### src/rtl/mascota_pkg.sv
// Shared constants and types for the virtual-pet core.
// Visualizacion state codes, food-level bounds and food-level mode encoding.
package mascota_pkg;

    localparam int unsigned VIS_W   = 2;
    localparam int unsigned NIVEL_W = 2;

    // Visualizacion codes driven by the pet-state FSM
    localparam logic [VIS_W-1:0] VIS_IDLE       = 2'b00;
    localparam logic [VIS_W-1:0] VIS_HAMBRE     = 2'b01;
    localparam logic [VIS_W-1:0] VIS_DESNUTRIDO = 2'b10;
    localparam logic [VIS_W-1:0] VIS_COMIENDO   = 2'b11;

    // Food-level bounds
    localparam logic [NIVEL_W-1:0] NIVEL_MIN = 2'd0;
    localparam logic [NIVEL_W-1:0] NIVEL_MAX = 2'd3;

    // Food-level generator mode
    typedef enum logic {
        MODO_DECAY = 1'b0,
        MODO_FEED  = 1'b1
    } modo_t;

endpackage : mascota_pkg

### src/rtl/nivel_comida_ctrl_contador_tick.sv
// contador_tick: loadable up-counter with terminal-count compare.
// Ports:
//   clk, reset  - clock, synchronous active-high reset
//   clear       - synchronous clear to zero (wins over load and count)
//   load        - load load_val into the counter
//   load_val    - value loaded when load is high
//   terminal    - terminal value; the counter wraps to 0 after reaching it
//   cnt         - current count (registered)
//   tc_c        - combinational flag, cnt == terminal
module contador_tick #(
    parameter int unsigned W = 8
) (
    input  logic         clk,
    input  logic         reset,
    input  logic         clear,
    input  logic         load,
    input  logic [W-1:0] load_val,
    input  logic [W-1:0] terminal,
    output logic [W-1:0] cnt,
    output logic         tc_c
);

    assign tc_c = (cnt == terminal);

    // Count up, wrapping to zero on terminal count
    always_ff @(posedge clk) begin
        if (reset || clear) begin
            cnt <= '0;
        end else if (load) begin
            cnt <= load_val;
        end else if (tc_c) begin
            cnt <= '0;
        end else begin
            cnt <= cnt + W'(1);
        end
    end

endmodule : contador_tick

### src/rtl/nivel_comida_ctrl.sv
// nivel_comida_ctrl: food-level generator for the virtual-pet core.
// The level decays on a TICKS_DECAY timer while the pet is not eating and
// refills on a TICKS_FEED timer while it is; both directions saturate.
// Ports:
//   clk, reset     - clock, synchronous active-high reset
//   Visualizacion  - pet FSM state code (VIS_COMIENDO = eating)
//   Activo_Comida  - pet FSM food channel enable
//   Nivel_Comida   - current food level, 0..NIVEL_MAX (registered)
//   Pulso_Cambio   - one-cycle strobe when Nivel_Comida changes (registered)
//   Modo_Llenado   - 1 while in FEED mode (registered)
//   Lleno          - 1 when Nivel_Comida == NIVEL_MAX (registered)
module nivel_comida_ctrl #(
    parameter int unsigned TICKS_DECAY = 50_000_000,
    parameter int unsigned TICKS_FEED  = 12_500_000,
    parameter logic [1:0]  NIVEL_MAX   = mascota_pkg::NIVEL_MAX
) (
    input  logic       clk,
    input  logic       reset,
    input  logic [1:0] Visualizacion,
    input  logic       Activo_Comida,
    output logic [1:0] Nivel_Comida,
    output logic       Pulso_Cambio,
    output logic       Modo_Llenado,
    output logic       Lleno
);

    import mascota_pkg::VIS_COMIENDO;
    import mascota_pkg::NIVEL_MIN;
    import mascota_pkg::NIVEL_W;
    import mascota_pkg::modo_t;
    import mascota_pkg::MODO_DECAY;
    import mascota_pkg::MODO_FEED;

    localparam int unsigned TICKS_MAX = (TICKS_DECAY > TICKS_FEED) ? TICKS_DECAY : TICKS_FEED;
    localparam int unsigned CNT_W     = $clog2(TICKS_MAX);

    localparam logic [CNT_W-1:0] TC_DECAY = CNT_W'(TICKS_DECAY - 1);
    localparam logic [CNT_W-1:0] TC_FEED  = CNT_W'(TICKS_FEED - 1);

    modo_t              modo_q;
    logic               feed_req_c;
    logic               modo_cambio_c;
    logic               paso_c;
    logic               tc_c;
    logic [CNT_W-1:0]   cnt;
    logic [CNT_W-1:0]   terminal_c;
    logic [NIVEL_W-1:0] nivel_nxt_c;

    assign feed_req_c    = (Visualizacion == VIS_COMIENDO) && Activo_Comida;
    assign modo_cambio_c = feed_req_c != (modo_q == MODO_FEED);
    // A mode switch takes priority over a step on the same cycle
    assign paso_c        = tc_c && !modo_cambio_c;
    assign terminal_c    = (modo_q == MODO_FEED) ? TC_FEED : TC_DECAY;

    // Single tick counter shared by both modes, cleared on mode switch
    contador_tick #(
        .W (CNT_W)
    ) u_contador_tick (
        .clk      (clk),
        .reset    (reset),
        .clear    (modo_cambio_c),
        .load     (1'b0),
        .load_val ('0),
        .terminal (terminal_c),
        .cnt      (cnt),
        .tc_c     (tc_c)
    );

    // Saturating next level
    always_comb begin
        nivel_nxt_c = Nivel_Comida;
        if (paso_c) begin
            if (modo_q == MODO_DECAY) begin
                if (Nivel_Comida != NIVEL_MIN) begin
                    nivel_nxt_c = Nivel_Comida - NIVEL_W'(1);
                end
            end else begin
                if (Nivel_Comida != NIVEL_MAX) begin
                    nivel_nxt_c = Nivel_Comida + NIVEL_W'(1);
                end
            end
        end
    end

    // Mode FSM and registered outputs
    always_ff @(posedge clk) begin
        if (reset) begin
            modo_q       <= MODO_DECAY;
            Nivel_Comida <= NIVEL_MAX;
            Pulso_Cambio <= 1'b0;
            Modo_Llenado <= 1'b0;
            Lleno        <= 1'b1;
        end else begin
            case (modo_q)
                MODO_DECAY: if (feed_req_c)  modo_q <= MODO_FEED;
                MODO_FEED:  if (!feed_req_c) modo_q <= MODO_DECAY;
                default:    modo_q <= MODO_DECAY;
            endcase
            Modo_Llenado <= feed_req_c;
            Nivel_Comida <= nivel_nxt_c;
            Pulso_Cambio <= (nivel_nxt_c != Nivel_Comida);
            Lleno        <= (nivel_nxt_c == NIVEL_MAX);
        end
    end

endmodule : nivel_comida_ctrl
### config.mk
export PLATFORM = sky130hd
export DESIGN_NAME = nivel_comida_ctrl
export DESIGN_NICKNAME = d
export VERILOG_FILES = /design/src/rtl/mascota_pkg.sv /design/src/rtl/nivel_comida_ctrl_contador_tick.sv /design/src/rtl/nivel_comida_ctrl.sv
export SDC_FILE = /design/constraint.sdc
export NUM_CORES = 1
export LEC_CHECK = 0
export BUFFER_PORTS_ARGS = -buffer_cell sky130_fd_sc_hd__buf_2
export CORE_MARGIN = 1
export CORE_UTILIZATION = 63
export DETAILED_ROUTE_END_ITERATION = 10
export HOLD_SLACK_MARGIN = 0.08
export PLACE_DENSITY_LB_ADDON = 0.15
export SYNTH_ARGS = -nofsm -noshare
export SYNTH_HDL_FRONTEND = slang
export SYNTH_SLANG_ARGS = --single-unit
### constraint.sdc
create_clock -name clk -period 2.9 [get_ports clk]
set_input_delay 0.145 -clock clk [delete_from_list [all_inputs] [get_ports clk]]
set_output_delay 0.145 -clock clk [all_outputs]
set_load 0.01 [all_outputs]
==> out/results.ini <==
[run_status]
status=completed

[layout]
final_cell_mix=dfxtp_1, nor2_1, xor2_1
diodes=0
layout-drive-gt1-share_pct=15.3
design_area_sq_um=1640
nFillCells=174
area_delta_synth_final_pct=7.90
num-nets-final=182
stdcell_count=205

[sta]
rsz0062_at_grt=false
hold_viol=0
maxSlewHeadroom_pct=72.3
clock_skew_ns=0.0134
fmax_ghz=0.482
finalCritPeriodShare_pct=71.6
fin_hold_ws_ns=0.0911
setup_tns_ns=0
slew_viol_final=0
worst_pin_slew_ns=0.415
finalSetupViolations=0
fin_crit_ns=2.08

[global_routing]
grt_max_degree=16
grt_pass1_wl_microns=4740
grt_pass1_vias=1124
grt_antenna_before_repair=0
grt_overflow_total=0
grt_usage_pct=24.7

[clock_tree]
numCtsBuffers=5
cts_sinks=31
clockBufferDepth=2
cts_root_buffer=clkbuf_4
cts-htree-levels=2
clk_latency_ns=0.32
cts_setup_buffers=0
post_cts_resized=0
path_clk_slew_ns=0.10
cts_tree=done
cts_hold_buf=1

[route]
post_drt_wl_per_cell_microns=13.5
first_pass_iters=4
vias=1138
vias_per_cell=5.55
ant_nets=0
drc=0
wirelength_microns=2770
initialDrtViolationCount=13

[power]
power_frac_clock_pct=37.4
p_per_area_nw_per_um2=457
power.internal_mw=0.587
power_frac_comb_pct=4.3
switchingPower_mw=0.163
swShare_pct=21.8
pwr-share-seq_pct=58.3
power.total_mw=0.750
vdd_drop_max_mv=0.347
p_leak_nw=0.585

[synth]
synthFlopType=dfxtp_1
syn_area_sq_um=1520
synth_cells=164
synth_edf_count=0
ys_async_sr_fraction_pct=0
ys_warn_count=0
ys_ff_latch=31
yosysSeqAreaShare_pct=40.8
synth_nets=170
synth_cell_types=37
syn-mean-instance-area_sq_um=9.27

[worst_setup_path]
start_kind=flip-flop
endpoint_kind=flip-flop
cp_max_fo=15
path_class=reg2reg
required_ns=3.11
critPathArrivalTime_ns=2.28

[hold_path]
min_path_type=in2reg

[placed_design]
placed_cell_area_sq_um=1560
dpl.cell_count=196
hpwl_microns=2050
port_buffers=9
place.gp.congestion=0.787

[run]
drv_cap=0

[die]
coreArea_sq_um=2230
pin_count=10
placementRows=17
die_h_microns=51.1
start_util_pct=68.1
die_w_microns=51.1
die_area_sq_um=2610

cell usage after synthesis (2+ instances only):
| cell type | number | area [sq um] |
|---|---|---|
| a21o_1 | 2 | 15.0 |
| and2_1 | 3 | 18.8 |
| and3_1 | 3 | 18.8 |
| and4_1 | 6 | 52.6 |
| and4bb_2 | 2 | 25.0 |
| buf_6 | 3 | 33.8 |
| clkbuf_1 | 2 | 7.51 |
| dfxtp_1 | 31 | 621 |
| inv_1 | 2 | 7.51 |
| mux2_1 | 2 | 22.5 |
| nand2_1 | 8 | 30.0 |
| nand2b_1 | 2 | 12.5 |
| nand3_1 | 12 | 60.1 |
| nand4_1 | 3 | 18.8 |
| nor2_1 | 31 | 116 |
| nor2b_1 | 2 | 12.5 |
| nor3_1 | 4 | 20.0 |
| nor3b_1 | 2 | 15.0 |
| nor4_1 | 2 | 12.5 |
| nor4b_2 | 2 | 30.0 |
| xnor2_1 | 12 | 105 |
| xor2_1 | 13 | 114 |
power by group through the flow:
stage / Combinational [mW] / Sequential, mW / Clock, mW
floorplan: 0.0250 / 0.446 / 0
global placement: 0.0294 / 0.447 / 0
detailed placement: 0.0314 / 0.447 / 0
CTS: 0.0325 / 0.437 / 0.287
global route: 0.0359 / 0.439 / 0.306
finish: 0.0320 / 0.437 / 0.281
critical path, cell delays in order, from the launching register on:
cell      delay, ns
dfxtp_1        0.36
ha_1           0.20
and4_1         0.30
o21ai_2        0.10
nor3_1         0.24
nand2b_1       0.40
buf_4          0.29
nor2_1         0.07
area by class of cell:
cell class	count	area (sq um)	area share, %
multi-input cells	125	846	51.6
flip-flops and latches	31	621	37.8
clock buffers	8	68.8	4.20
repair buffers	11	62.6	3.81
well taps	28	35.0	2.14
inverters	2	7.51	0.458
per-stage QoR:
| stage | utilization, % | setup WS [ns] |
|---|---|---|
| 4_1_cts | 73.4 | 0.793 |
| 2_1_floorplan | - | 1.10 |
| 5_1_grt | 73.4 | 0.683 |
| 3_5_place_dp | 69.9 | 0.805 |
| 3_3_place_gp | 69.9 | 0.920 |
| 6_report | 73.4 | 0.823 |
worst paths after layout:
path / from / slack [ns] / depth (start not counted) / end
max: u_contador_tick.cnt[0]$_SDFF_PP0_ / 0.82 / 7 / u_contador_tick.cnt[11]$_SDFF_PP0_
min: Visualizacion[1] / 0.09 / 3 / Modo_Llenado$_SDFF_PP0_
max reg2reg: u_contador_tick.cnt[0]$_SDFF_PP0_ / 0.82 / 7 / u_contador_tick.cnt[11]$_SDFF_PP0_
min reg2reg: u_contador_tick.cnt[0]$_SDFF_PP0_ / 0.45 / 1 / u_contador_tick.cnt[0]$_SDFF_PP0_
cells by family after synthesis:
group,synth area share (%)
AOI/OAI and AO/OA,4.28
muxes,2.14
xor gates and xnor gates,14.4
adders and majority gates,0.823
buffers and inverters,3.54
and+or+nand+nor,34.0
DFF,40.8
flip-flops by register name (all words and copies together), names as in the netlist:
register,count
u_contador_tick.cnt,26
Nivel_Comida,2
Lleno,1
Modo_Llenado,1
Pulso_Cambio,1
layer usage:
metal,vias to the layer above,part of all wire [%],global-route usage (%)
li1,590,-,-
met1,537,48,29.1
met2,9,50,43.2
met3,2,2.1,8.04
met4,0,0.22,5.56
met5,-,0,0
No activity file was read; power rests on OpenSTA's default activity.
